`src/rtl/regbank_write_ctrl.sv`:
```
// Register bank write-port controller.
// After reset it sweeps every register to zero, then arbitrates the single write port between
// the writeback stage (priority) and the debug/loader unit (with a starvation guard). All bank
// write signals are registered, one cycle after the accepting handshake.
module regbank_write_ctrl #(
    parameter int unsigned ADDR_BITS    = 5,
    parameter int unsigned DATA_BITS    = 32,
    parameter int unsigned STARVE_LIMIT = 4,
    parameter bit          LOCK_R0      = 1'b1
) (
    input  logic                      i_clk,
    input  logic                      i_rst,
    input  logic                      i_wb_valid,
    input  logic [ADDR_BITS-1:0]      i_wb_addr,
    input  logic [DATA_BITS-1:0]      i_wb_data,
    output logic                      o_wb_ready,
    input  logic                      i_dbg_valid,
    input  logic [ADDR_BITS-1:0]      i_dbg_addr,
    input  logic [DATA_BITS-1:0]      i_dbg_data,
    output logic                      o_dbg_ready,
    output logic                      o_init_busy,
    output logic                      o_rf_we,
    output logic [ADDR_BITS-1:0]      o_rf_addr,
    output logic [DATA_BITS-1:0]      o_rf_data,
    output logic [(2**ADDR_BITS)-1:0] o_rf_we_onehot
);

    localparam int unsigned NUM_REGS    = 2 ** ADDR_BITS;
    localparam int unsigned STARVE_BITS = (STARVE_LIMIT < 1) ? 1 : $clog2(STARVE_LIMIT + 1);
    localparam logic [STARVE_BITS-1:0] STARVE_MAX = STARVE_BITS'(STARVE_LIMIT);

    typedef enum logic [0:0] {StInit, StRun} state_e;

    state_e                 r_state;
    logic [ADDR_BITS-1:0]   r_init_cnt;
    logic [STARVE_BITS-1:0] r_starve_cnt;
    logic                   r_init_busy;
    logic                   r_rf_we;
    logic [ADDR_BITS-1:0]   r_rf_addr;
    logic [DATA_BITS-1:0]   r_rf_data;
    logic [NUM_REGS-1:0]    r_rf_we_onehot;

    logic                   w_run;
    logic                   w_force_dbg;
    logic                   w_wb_ready;
    logic                   w_dbg_ready;
    logic                   w_wb_xfer;
    logic                   w_dbg_xfer;
    logic                   w_xfer;
    logic [ADDR_BITS-1:0]   w_xfer_addr;
    logic [DATA_BITS-1:0]   w_xfer_data;
    logic                   w_xfer_we;
    logic [NUM_REGS-1:0]    w_xfer_onehot;
    logic [NUM_REGS-1:0]    w_init_onehot;

    // Arbitration: WB first unless debug has waited out its starvation budget.
    always_comb begin
        // Nothing is accepted while reset is asserted, so no request is lost to a reset.
        w_run         = (r_state == StRun) && !i_rst;
        w_force_dbg   = i_dbg_valid && (r_starve_cnt == STARVE_MAX);
        w_wb_ready    = w_run && !w_force_dbg;
        w_dbg_ready   = w_run && (!i_wb_valid || w_force_dbg);
        w_wb_xfer     = i_wb_valid && w_wb_ready;
        w_dbg_xfer    = i_dbg_valid && w_dbg_ready;
        w_xfer        = w_wb_xfer || w_dbg_xfer;
        w_xfer_addr   = w_wb_xfer ? i_wb_addr : i_dbg_addr;
        w_xfer_data   = w_wb_xfer ? i_wb_data : i_dbg_data;
        // A write to r0 still completes its handshake but never strobes the bank.
        w_xfer_we     = w_xfer && !(LOCK_R0 && (w_xfer_addr == '0));
        w_xfer_onehot = w_xfer_we ? ({{(NUM_REGS-1){1'b0}}, 1'b1} << w_xfer_addr) : '0;
        w_init_onehot = {{(NUM_REGS-1){1'b0}}, 1'b1} << r_init_cnt;
    end

    // Control FSM with registered bank write outputs and starvation counter.
    always_ff @(posedge i_clk) begin
        if (i_rst) begin
            r_state        <= StInit;
            r_init_cnt     <= '0;
            r_starve_cnt   <= '0;
            r_init_busy    <= 1'b1;
            r_rf_we        <= 1'b0;
            r_rf_addr      <= '0;
            r_rf_data      <= '0;
            r_rf_we_onehot <= '0;
        end else begin
            case (r_state)
                StInit: begin
                    // The sweep writes r0 too, regardless of LOCK_R0.
                    r_rf_we        <= 1'b1;
                    r_rf_addr      <= r_init_cnt;
                    r_rf_data      <= '0;
                    r_rf_we_onehot <= w_init_onehot;
                    r_init_cnt     <= r_init_cnt + 1'b1;
                    if (&r_init_cnt) begin
                        r_state     <= StRun;
                        r_init_busy <= 1'b0;
                    end
                end
                StRun: begin
                    r_rf_we        <= w_xfer_we;
                    r_rf_we_onehot <= w_xfer_onehot;
                    if (w_xfer) begin
                        r_rf_addr <= w_xfer_addr;
                        r_rf_data <= w_xfer_data;
                    end
                    if (w_dbg_xfer || !i_dbg_valid) begin
                        r_starve_cnt <= '0;
                    end else if (w_wb_xfer && (r_starve_cnt != STARVE_MAX)) begin
                        r_starve_cnt <= r_starve_cnt + 1'b1;
                    end
                end
                default: begin
                    r_state <= StInit;
                end
            endcase
        end
    end

    // Output mapping.
    always_comb begin
        o_wb_ready     = w_wb_ready;
        o_dbg_ready    = w_dbg_ready;
        o_init_busy    = r_init_busy;
        o_rf_we        = r_rf_we;
        o_rf_addr      = r_rf_addr;
        o_rf_data      = r_rf_data;
        o_rf_we_onehot = r_rf_we_onehot;
    end

endmodule

```
`config.mk`:
```
export PLATFORM = sky130hd
export DESIGN_NAME = regbank_write_ctrl
export DESIGN_NICKNAME = d
export VERILOG_FILES = /design/src/rtl/regbank_write_ctrl.sv
export SDC_FILE = /design/constraint.sdc
export NUM_CORES = 1
export LEC_CHECK = 0
export ABC_AREA = 1
export ABC_CLOCK_PERIOD_IN_PS = 2040
export BUFFER_PORTS_ARGS = -buffer_cell sky130_fd_sc_hd__buf_2
export CAP_MARGIN = 20
export CORE_MARGIN = 3
export CORE_UTILIZATION = 49
export CTS_BUF_LIST = sky130_fd_sc_hd__clkbuf_4 sky130_fd_sc_hd__clkbuf_8 sky130_fd_sc_hd__clkbuf_16
export DETAILED_ROUTE_END_ITERATION = 12
export GPL_ROUTABILITY_DRIVEN = 0
export GPL_TIMING_DRIVEN = 0
export PLACE_DENSITY = 0.8
export SLEW_MARGIN = 20
export SYNTH_ARGS = -nofsm -noshare
export SYNTH_HDL_FRONTEND = slang
export SYNTH_SLANG_ARGS = --single-unit
```
`constraint.sdc`:
```
create_clock -name i_clk -period 2.04 [get_ports i_clk]
set_input_delay 0.408 -clock i_clk [delete_from_list [all_inputs] [get_ports i_clk]]
set_output_delay 0.408 -clock i_clk [all_outputs]
set_load 0.005 [all_outputs]
```
==> impl_results.md, run 1 <==
* Hold WC Path Type: primary input to register
* Clk_skew at between 10 and 15 ps
* Layout filler cell count at approximately 680
* Avg WL per Cell at 14.33 µm
* Status: finished clean
* Pwr dens at between 500 and 600 nW/µm²
* Post-synth EDFFs at 0
* Crit-path max cell delay at 320 ps
* DRT antenna net count at 0
* Detailed placer's ending HPWL at about 8.6 mm
* Clk buf depth at 2
* Root Buffer: clkbuf_8
* Die ar. at around 9200 µm²
* Sequential area share after synthesis at 0.4056
* Vias in the first global route at approximately 4,100
* Clock Sinks at 80
* GRT Util Overall at 0.2509
* Critical path required time at approximately 2300 ps
* Initial Util at 0.5084
* Predominant post-synthesis flop cell: dfxtp_1
* Max-Cap Viols at 0
* CTS tree: built
* Die Ht at between 90 and 100 µm
* Global-route wire length before repair at between 15 and 20 mm
* Sw Ratio at 0.2369
* Final worst slack at between 60 and 70 ps
* CP top delay family: simple AND/OR/NAND/NOR gates
* Fin Setup TNS at 0 ps
* VDD IR max at 0.3614 mV
* Count leader, synth: nand2_1
* Drt drc at 0
* Leading area contributor after synthesis: dfxtp_1
* Largest net degree at the start of global routing at 14
* Crit path from: r_state$_SDFF_PP0_
* Tot Pwr at approximately 3.1 mW
* Vias per cell at 5.309
* Netlist Area Pre-Place at around 3900 µm²
* Post-synth top area share at 0.4056
* FMAX at 505.9 MHz
* Synthesized area per cell at between 7 and 8 µm²
* Crit start category: register
* Worst slack, placed at -71.60 ps
* Initial DRC count at 288
* Final Non-Filler Cells at 842
* Antenna violations before repair at 0
* Syn Inst Count at about 560
* Worst EP arrival at about 2200 ps
* Synth top area cells: dfxtp_1, nand2_1, nand3_1
* Slew Limit Fails at 0
* Comb power frac at 0.086
* CP Cell Sequence: buf_4 -> inv_4 -> nor2_4 -> buf_4 -> nand4_1 -> nand2_4 -> nand3_1 -> nor2_1 -> nor2_2 -> buf_6 -> buf_6 -> nand2_1 -> a21oi_1
* DRT Pass-1 Iters at 8
* Internal power at 2.383 mW
* Total grt overflow at 0
* Slew HR at 0.6139
* Area Growth Syn to Fin at 32.76%
* HP Start: i_dbg_valid
* Seq pwr share at 0.507
* Post-synth ARST share at 0
* Tightest Pin Transition at 577.0 ps
* WL final at roughly 12 mm
* Tmin final at ~2000 ps
* Clk Latency, worst-skew pair at around 350 ps
* Synth warn at 0
* Worst-path clk slew at 90 ps
* Syn nets at 645
* Netlist cell types at 28
* Final cycle utilization of the critical path at 0.9690
* H-tree depth at 3
* Hold Fails Final Rpt at 0
* WP buf/inv at 5
* Share of layout cells above drive strength 1 at 0.3014
* Slowest stage cell, crit path: dfxtp_1
* Nets@finish at just over 800
* Port bufs at approximately 150
* Critical path type: register to register
* CP max FO at 10
* Die W at 95.77 µm
* Final setup fails at 0
* Flops & latches, synth at 80
* CP Capture Type: register
* Net Switching at between 700 and 800 µW
* Placed cells at about 810
* # IOs at roughly 150
* Antenna diode count at 0
* Rows at 32
* Core Area at about 8000 µm²
* Post-synth top cells: nand2_1, dfxtp_1, nand3_1, inv_1, nor2_1
* Num CTS Buffers at 9
* Clock share of power at 0.407
* RR Startpoint: r_state$_SDFF_PP0_
* Vias at between 4,000 and 5,000
* Leakage power at approximately 2.8 nW
cell families after synthesis:
group | count (synthesis) | synth area share
buf+inv | 105 | 0.1096
compound gates | 78 | 0.1242
fa+ha+maj | 9 | 0.02852
flops | 80 | 0.4056
xor+xnor | 1 | 0.002218
simple gates | 285 | 0.3299
stage by stage:
step / utilization / instance area (µm²) / hold slack [ps]
2_1_floorplan: - / 3949 / 441.2
3_3_place_gp: 0.6208 / 4822 / 429.9
3_5_place_dp: 0.6208 / 4822 / 433.4
4_1_cts: 0.6525 / 5069 / 368.7
5_1_grt: 0.6749 / 5243 / 375.5
6_report: 0.6749 / 5243 / 368.9
placed cells by master (no fill, tap or decap), types with 2 or more instances in the layout:
master	count
inv_2	3
nor3_1	10
inv_1	60
o21ai_0	9
a21oi_1	30
clkbuf_1	18
dfxtp_1	79
clkinv_1	3
clkinv_2	3
buf_4	20
nand3_4	2
o211ai_1	32
nand4_1	25
a31oi_1	4
clkbuf_8	9
bufinv_16	2
nand2_4	4
nor2_1	41
nand2_1	122
buf_2	155
buf_6	3
nor2_4	2
nand3b_1	2
ha_1	8
nand3_1	72
clkbuf_2	6
nand2_2	2
cell type report:
type,count,area (µm²),share of cell area
buffer,38,202.7,0.03866
sequential,80,1603,0.3057
tap,102,127.6,0.02434
clock inverter,6,83.83,0.01599
multi-input combinational,373,1946,0.3711
inverter,67,254.0,0.04845
timing repair buffer,166,894.6,0.1706
clock buffer,10,131.4,0.02506
registers in the layout, summed over array words and instances, names as in the netlist:
signal          flops
o_rf_data          32
o_rf_we_onehot     32
o_rf_addr           5
r_init_cnt          5
r_starve_cnt        3
o_init_busy         1
o_rf_we             1
r_state             1
layer usage:
layer / track usage / vias to the layer above / share of wire
li1: - / 2189 / -
met3: 0.06255 / 65 / 0.11
met1: 0.3000 / 1947 / 0.39
met4: 0.1149 / 0 / 0.039
met2: 0.4227 / 269 / 0.47
met5: 0 / - / 0
power by group through the flow:
stage / logic, mW / registers, mW / clock network [mW]
after CTS: 0.243 / 1.58 / 1.28
after global placement: 0.234 / 1.62 / 0
after global routing: 0.294 / 1.59 / 1.34
after detailed placement: 0.239 / 1.62 / 0
after floorplan: 0.111 / 1.62 / 0
final: 0.267 / 1.58 / 1.27
worst paths after layout:
check / endpoint / slack [ps] / cells past startpoint
min: r_starve_cnt[0]$_SDFFE_PP0P_ / 370 / 3
min reg2reg: o_init_busy$_SDFFE_PP1P_ / 450 / 2
max: o_rf_we_onehot[12]$_SDFF_PP0_ / 60 / 13
max reg2reg: o_rf_we_onehot[12]$_SDFF_PP0_ / 60 / 13
repair_timing:
action	CTS	global route
setup endpoints to repair	23	64
hold buffers	0	0
resized for setup	1	34
buffers inserted	4	12
pin swaps	1	10
gates cloned	0	1
tightest hold or removal path: cells and delay by family:
family	cells	cell delay, ps
buf+inv	1	150
compound gates	1	50
simple gates	1	70
(Power assumes the default switching activity.)
==> run 2, diff against run 1 <==
--- a/config.mk
+++ b/config.mk
@@ -5,7 +5,6 @@
 export SDC_FILE = /design/constraint.sdc
 export NUM_CORES = 1
 export LEC_CHECK = 0
-export ABC_AREA = 1
 export ABC_CLOCK_PERIOD_IN_PS = 2040
 export BUFFER_PORTS_ARGS = -buffer_cell sky130_fd_sc_hd__buf_2
 export CAP_MARGIN = 20
@@ -15,7 +14,7 @@
 export DETAILED_ROUTE_END_ITERATION = 12
 export GPL_ROUTABILITY_DRIVEN = 0
 export GPL_TIMING_DRIVEN = 0
-export PLACE_DENSITY = 0.8
+export PLACE_DENSITY = 0.81
 export SLEW_MARGIN = 20
 export SYNTH_ARGS = -nofsm -noshare
 export SYNTH_HDL_FRONTEND = slang
==> impl_results.md, run 2 <==
* Netlist cell types at 47 (was 28)
* Core Area at 7370 µm² (was 7767 µm²)
* Largest family of logic cells by synthesized area: simple AND/OR/NAND/NOR gates (unchanged)
* Area Growth Syn to Fin at 29.97% (was 32.76%)
* Global-route wire length before repair at 18.13 mm (was 18.18 mm)
* Vias per cell at 5.683 (was 5.309)
* CP Cell Sequence: inv_1 -> ha_1 -> and3_1 -> nor2_1 -> buf_2 (was buf_4 -> inv_4 -> nor2_4 -> buf_4 -> nand4_1 -> nand2_4 -> nand3_1 -> nor2_1 -> nor2_2 -> buf_6 -> buf_6 -> nand2_1 -> a21oi_1)
* Clk_skew at 6.399 ps (was 12.08 ps)
* Worst slack, placed at -128.4 ps (was -71.60 ps)
* Slew HR at 0.6502 (was 0.6139)
* Worst EP arrival at 1570 ps (was 2190 ps)
* Hold_buf cts at 0 (unchanged)
* Most common library cell in the layout ignoring fill and taps: buf_2 (unchanged)
* Placed cells at 714 (was 809)
* Tot Pwr at 2.978 mW (was 3.123 mW)
* Comb power frac at 0.085 (was 0.086)
* Crit start category: register (unchanged)
* Die Ht at 93.76 µm (was 95.77 µm)
* Antenna diode count at 0 (unchanged)
* Layout filler cell count at 629 (was 679)
* Clk Latency, worst-skew pair at 350 ps (about the same)
* Net Switching at 815.5 µW (was 740.0 µW)
* WP buf/inv at 2 (was 5)
* Port bufs at 145 (was 149)
* Final cycle utilization of the critical path at 0.9676 (was 0.9690)
* Synth top area cells: dfxtp_1, a2bb2oi_1, nor2_1 (was dfxtp_1, nand2_1, nand3_1)
* Drt drc at 0 (unchanged)
* Count leader, synth: dfxtp_1 (was nand2_1)
* Clock share of power at 0.382 (was 0.407)
* Final worst slack at 66.09 ps (was 63.25 ps)
* Num CTS Buffers at 9 (unchanged)
* Post-synth EDFFs at 0 (unchanged)
* Slowest stage cell, crit path: dfxtp_1 (unchanged)
* Synthesized area per cell at 8.029 µm² (was 7.077 µm²)
* Predominant post-synthesis flop cell: dfxtp_1 (unchanged)
* Sequential area share after synthesis at 0.4244 (was 0.4056)
* Post-synth ARST share at 0 (unchanged)
* Hold WC Path Type: primary input to register (unchanged)
* Fin Setup TNS at 0 ps (unchanged)
* WHS at 358.3 ps (was 368.9 ps)
* Critical path type: register to output pin (was register to register)
* Clk buf depth at 2 (unchanged)
* Vias in the first global route at 3,842 (was 4,052)
* Internal power at 2.162 mW (was 2.383 mW)
* Netlist Area Pre-Place at 3774 µm² (was 3949 µm²)
* Total grt overflow at 0 (unchanged)
* VDD IR max at 0.5034 mV (was 0.3614 mV)
* Final instance area at 4905 µm² (was 5243 µm²)
* Final core occ at 0.6655 (was 0.6749)
* Post-Synth Simple-Gate Area at 0.2444 (was 0.3298)
* Root Buffer: clkbuf_8 (unchanged)
* CTS tree: built (unchanged)
* FMAX at 506.6 MHz (was 505.9 MHz)
* Avg WL per Cell at 15.99 µm (was 14.33 µm)
* Seq pwr share at 0.532 (was 0.507)
* Post-Synth XOR/XNOR Area at 0.004642 (was 0.002218)
* DRT antenna net count at 0 (unchanged)
* Syn nets at 557 (was 645)
* Die ar. at 8790 µm² (was 9172 µm²)
* Leakage power at 2.270 nW (was 2.824 nW)
* CP max FO at 4 (was 10)
* # IOs at 151 (unchanged)
* Initial Util at 0.5121 (was 0.5084)
* Tmin final at 1974 ps (was 1977 ps)
* Tightest Pin Transition at 521.1 ps (was 577.0 ps)
* Max-Cap Viols at 0 (unchanged)
* Final Non-Filler Cells at 732 (was 842)
* WL final at 11.70 mm (was 12.06 mm)
* Post-synth top area share at 0.4244 (was 0.4056)
* Rows at 31 (was 32)
* Sw Ratio at 0.2739 (was 0.2369)
* HP Start: i_wb_data[3] (was i_dbg_valid)
* Pwr dens at 607.1 nW/µm² (was 595.8 nW/µm²)
* Crit-path max cell delay at 370 ps (was 320 ps)
* Flops & latches, synth at 80 (unchanged)
* Clock Sinks at 80 (unchanged)
* Detailed placer's ending HPWL at 8.984 mm (was 8.564 mm)
* Worst-path clk slew at 90 ps (about the same)
* Nets@finish at 715 (was 822)
* Post-synthesis compound-gate area fraction at 0.2261 (was 0.1242)
* Status: finished clean (unchanged)
* Placed cell area at 4623 µm² (was 4822 µm²)
* Slew Limit Fails at 0 (unchanged)
* Hold Fails Final Rpt at 0 (unchanged)
* Critical path required time at 1630 ps (was 2250 ps)
* GRT Util Overall at 0.2567 (was 0.2509)
* Synth warn at 0 (unchanged)
* Commonest cells after routing, fill and taps aside: buf_2, dfxtp_1, nor2_1 (was buf_2, nand2_1, dfxtp_1)
* Initial DRC count at 338 (was 288)
* H-tree depth at 3 (unchanged)
* Final setup fails at 0 (unchanged)
* Largest net degree at the start of global routing at 18 (was 14)
* Synth Area in Adders at 0.02984 (was 0.02852)
* Die W at 93.76 µm (was 95.77 µm)
* Leading area contributor after synthesis: dfxtp_1 (unchanged)
* Share of layout cells above drive strength 1 at 0.3175 (was 0.3014)
* CP top delay family: simple AND/OR/NAND/NOR gates (unchanged)
* CP Capture Type: output pin (was register)
* DRT Pass-1 Iters at 9 (was 8)
* Post-synth top cells: dfxtp_1, nor2_1, nor3_1, a21oi_1, nand2_1 (was nand2_1, dfxtp_1, nand3_1, inv_1, nor2_1)
* Antenna violations before repair at 0 (unchanged)
* Crit path from: r_starve_cnt[0]$_SDFFE_PP0P_ (was r_state$_SDFF_PP0_)
* Syn Inst Count at 470 (was 558)
* RR Startpoint: r_starve_cnt[0]$_SDFFE_PP0P_ (was r_state$_SDFF_PP0_)
* Vias at 4,160 (was 4,470)
* Post-synthesis mux area share at 0.01691 (was 0)
==> run 2: cell families after synthesis <==
kind of cell | Yosys count
compound gates | 131
xor+xnor | 2
fa+ha+maj | 9
buf+inv | 46
flops | 80
mux | 6
simple gates | 196
==> run 2: final cells by class <==
type                    count  area [µm²]  share of cell area
multi-input cells         344        2027              0.4133
repair buffers            147       740.7              0.1510
inverters                   9       33.78            0.006888
clock inverters             7       71.32             0.01454
well taps                  99       123.9             0.02526
clock buffers               9       123.9             0.02526
plain buffers              37       181.4             0.03699
flip-flops and latches     80        1603              0.3268
==> run 2: path summary, 6_finish.rpt <==
kind,to,slack [ps],depth (start not counted)
worst max-delay path,o_wb_ready,70,5
worst min-delay path,o_rf_data[3]$_SDFFE_PP0P_,360,3
worst max register to register,o_rf_addr[2]$_SDFFE_PP0P_,80,8
worst min register to register,o_init_busy$_SDFFE_PP1P_,480,2
==> run 2: power groups by stage <==
stage / sequential (mW) / combinational, mW / clock (mW)
after floorplan: 1.62 / 0.113 / 0
after global placement: 1.62 / 0.235 / 0
after detailed placement: 1.62 / 0.242 / 0
after CTS: 1.59 / 0.244 / 1.16
after global routing: 1.59 / 0.276 / 1.22
final: 1.59 / 0.254 / 1.14
==> run 2: what timing repair did <==
item                                    CTS  global route
gates resized for setup                   3            16
endpoints found under the setup margin   15            58
buffers inserted                          0             2
pin swaps                                 0             1
==> run 2: worst min-delay path, cell delays in order <==
cell	delay (ps)
buf_2	100
a2bb2oi_1	110
nor3_1	50
==> run 2: metal layers <==
layer,wire (µm),global-route usage,vias to the layer above
li1,-,-,1999
met1,4607,0.3164,1901
met2,5550,0.4293,227
met3,1236,0.06490,33
met4,308,0.09747,0
met5,0,0,-
==> run 3, diff against run 2 <==
--- a/config.mk
+++ b/config.mk
@@ -5,16 +5,16 @@
 export SDC_FILE = /design/constraint.sdc
 export NUM_CORES = 1
 export LEC_CHECK = 0
-export ABC_CLOCK_PERIOD_IN_PS = 2040
+export ABC_CLOCK_PERIOD_IN_PS = 1600
 export BUFFER_PORTS_ARGS = -buffer_cell sky130_fd_sc_hd__buf_2
 export CAP_MARGIN = 20
 export CORE_MARGIN = 3
-export CORE_UTILIZATION = 49
+export CORE_UTILIZATION = 44
 export CTS_BUF_LIST = sky130_fd_sc_hd__clkbuf_4 sky130_fd_sc_hd__clkbuf_8 sky130_fd_sc_hd__clkbuf_16
 export DETAILED_ROUTE_END_ITERATION = 12
 export GPL_ROUTABILITY_DRIVEN = 0
 export GPL_TIMING_DRIVEN = 0
-export PLACE_DENSITY = 0.81
+export PLACE_DENSITY = 0.77
 export SLEW_MARGIN = 20
 export SYNTH_ARGS = -nofsm -noshare
 export SYNTH_HDL_FRONTEND = slang
==> constraint.sdc (replaced) <==
create_clock -name i_clk -period 1.6 [get_ports i_clk]
set_input_delay 0.32 -clock i_clk [delete_from_list [all_inputs] [get_ports i_clk]]
set_output_delay 0.32 -clock i_clk [all_outputs]
set_load 0.005 [all_outputs]
==> impl_results.md, run 3 (synthesis results as in run 2) <==
* Critical path type: register to register (was register to output pin)
* Antenna diode count at 0 (unchanged)
* Tightest Pin Transition at 654.4 ps (was 521.1 ps)
* Clk_skew at 9.468 ps (was 6.399 ps)
* Sw Ratio at 0.2921 (was 0.2739)
* Die ar. at 9724 µm² (was 8790 µm²)
* FMAX at ~550 MHz
* CP max FO at 6 (was 4)
* GRT Util Overall at 0.2741 (was 0.2567)
* Hold Fails Final Rpt at 0 (unchanged)
* RR Startpoint: r_starve_cnt[0]$_SDFFE_PP0P_ (unchanged)
* CTS tree: built (unchanged)
* WL final at 16.14 mm (was 11.70 mm)
* Antenna violations before repair at 0 (unchanged)
* WHS at 236.5 ps (was 358.3 ps)
* Clock share of power at 0.368 (was 0.382)
* Seq pwr share at 0.520 (was 0.532)
* Clk Latency, worst-skew pair at 370 ps (was 350 ps)
* Fin Setup TNS at -7345 ps (was 0 ps)
* Slowest stage cell, crit path: dfxtp_2 (was dfxtp_1)
* Layout filler cell count at 555 (was 629)
* Placed cell area at 4676 µm² (was 4623 µm²)
* Tmin final at around 1800 ps
* Worst r2r path cells at 8 (unchanged)
* Clk buf depth at 2 (unchanged)
* Detailed placer's ending HPWL at 9.320 mm (was 8.984 mm)
* CP Capture Type: register (was output pin)
* Critical path required time at 1890 ps (was 1630 ps)
* VDD IR max at 0.3865 mV (was 0.5034 mV)
* Port bufs at 145 (unchanged)
* Drt drc at 0 (unchanged)
* Global-route wire length before repair at 21.47 mm (was 18.13 mm)
* Commonest cells after routing, fill and taps aside: buf_2, dfxtp_1, nor2_1 (unchanged)
* Internal power at 2.752 mW (was 2.162 mW)
* Vias per cell at 6.255 (was 5.683)
* Failing checks: setup timing
* Die W at 98.61 µm (was 93.76 µm)
* Pwr dens at 638.2 nW/µm² (was 607.1 nW/µm²)
* HP Start: i_wb_data[10] (was i_wb_data[3])
* Die Ht at 98.61 µm (was 93.76 µm)
* Final core occ at 0.7377 (was 0.6655)
* Most common library cell in the layout ignoring fill and taps: buf_2 (unchanged)
* R2r endpoint: o_rf_we_onehot[2]$_SDFF_PP0_ (was o_rf_addr[2]$_SDFFE_PP0P_)
* Vias in the first global route at 4,340 (was 3,842)
* Worst-path clk slew at 90 ps (about the same)
* Most used cell, CP: nand3_4
* R2R Setup Slk at -230 ps (was 80 ps)
* Root Buffer: clkbuf_8 (unchanged)
* Hold endpoint: o_rf_data[10]$_SDFFE_PP0P_ (was o_rf_data[3]$_SDFFE_PP0P_)
* Final instance area at 6092 µm² (was 4905 µm²)
* Nets@finish at 731 (was 715)
* Rows at 33 (was 31)
* Total grt overflow at 0 (unchanged)
* Num CTS Buffers at 9 (unchanged)
* Hold WC Path Type: primary input to register (unchanged)
* Largest net degree at the start of global routing at 17 (was 18)
* CP Cell Sequence: inv_2 -> ha_4 -> nand3_4 -> nand3_4 -> buf_8 -> mux2i_4 -> nand4b_4 -> o22ai_1 (was inv_1 -> ha_1 -> and3_1 -> nor2_1 -> buf_2)
* Slew HR at 0.5637 (was 0.6502)
* Final cycle utilization of the critical path at 1.146
* Hold Path Stages at 3 (unchanged)
* Final setup fails at 69 (was 0)
* Avg WL per Cell at 21.40 µm (was 15.99 µm)
* Area Growth Syn to Fin at 61.44% (was 29.97%)
* Initial DRC count at 485 (was 338)
* Crit path from: r_starve_cnt[0]$_SDFFE_PP0P_ (unchanged)
* Comb power frac at 0.112 (was 0.085)
* Final worst slack at -234.2 ps (was 66.09 ps)
* Status: complete, but fails checks (was finished clean)
* H-tree depth at 3 (unchanged)
* DRT Pass-1 Iters at 6 (was 9)
* Core Area at 8258 µm² (was 7370 µm²)
* Share of layout cells above drive strength 1 at 0.5223 (was 0.3175)
* Tot Pwr at 3.888 mW (was 2.978 mW)
* Slew Limit Fails at 0 (unchanged)
* Vias at 4,716 (was 4,160)
* Net Switching at 1.136 mW (was 815.5 µW)
* # IOs at 151 (unchanged)
* Clock Sinks at 80 (unchanged)
* Leakage power at 2.636 nW (was 2.270 nW)
* DRT antenna net count at 0 (unchanged)
* Max-Cap Viols at 0 (unchanged)
* Crit start category: register (unchanged)
* Crit-path max cell delay at 340 ps (was 370 ps)
* RSZ-0062 raised after global routing: true
* Worst EP arrival at 2130 ps (was 1570 ps)
* Initial Util at 0.4570 (was 0.5121)
[run 3: through the flow]
| stage | setup slack, ps | cells |
|---|---|---|
| global placement | -297.8 | 720 |
| floorplan | -131.2 | 470 |
| CTS | -102.6 | 745 |
| global route | -258.2 | 754 |
| detailed placement | -382.0 | 720 |
| finish | -234.2 | 754 |
[run 3: timing repair]
action / 4_1_cts / 5_1_grt
hold buffers: 0 / 0
buffers inserted: 7 / 8
gates resized for setup: 119 / 123
endpoints found under the setup margin: 73 / 76
gates cloned: 2 / 2
pin swaps: 15 / 56
[run 3: metal layers]
metal | up-vias | wire [µm] | global-route usage
li1 | 2045 | - | -
met1 | 2202 | 5649 | 0.3186
met2 | 362 | 7896 | 0.4701
met3 | 107 | 1678 | 0.08068
met4 | 0 | 911 | 0.1155
met5 | - | 0 | 0
[run 3: how the worst max path moves through the flow]
stage                                   end  slack [ps]  depth (start not counted)
5_1_grt        o_rf_we_onehot[5]$_SDFF_PP0_        -260                          8
3_3_place_gp      o_rf_addr[1]$_SDFFE_PP0P_        -300                          9
6_report       o_rf_we_onehot[2]$_SDFF_PP0_        -230                          8
2_1_floorplan  o_rf_we_onehot[4]$_SDFF_PP0_        -130                          6
4_1_cts           o_rf_addr[2]$_SDFFE_PP0P_        -100                          8
3_5_place_dp      o_rf_data[6]$_SDFFE_PP0P_        -380                          8
[run 3: worst max-delay path: cells and delay by family (launching register included)]
| kind | cells | cell delay [ps] |
|---|---|---|
| DFF | 1 | 340 |
| and+or+nand+nor | 3 | 500 |
| AOI/OAI and AO/OA | 1 | 210 |
| adders and majority gates | 1 | 170 |
| buffers and inverters | 2 | 240 |
| muxes | 1 | 300 |
[run 3: final cells by class]
cell class	count	area, µm²	area share
sequential	80	1605	0.2635
timing repair buffer	164	991.0	0.1627
clock inverter	7	65.06	0.01068
multi-input combinational	344	2835	0.4654
buffer	36	305.3	0.05011
inverter	9	35.03	0.005751
tap	105	131.4	0.02157
clock buffer	9	123.9	0.02033
[run 3: power by group through the flow]
stage | Combinational (mW) | Sequential, mW | Clock, mW
after floorplan | 0.148 | 2.07 | 0
after global placement | 0.309 | 2.07 | 0
after detailed placement | 0.319 | 2.07 | 0
after CTS | 0.353 | 2.02 | 1.43
after global routing | 0.459 | 2.03 | 1.50
final | 0.435 | 2.02 | 1.43
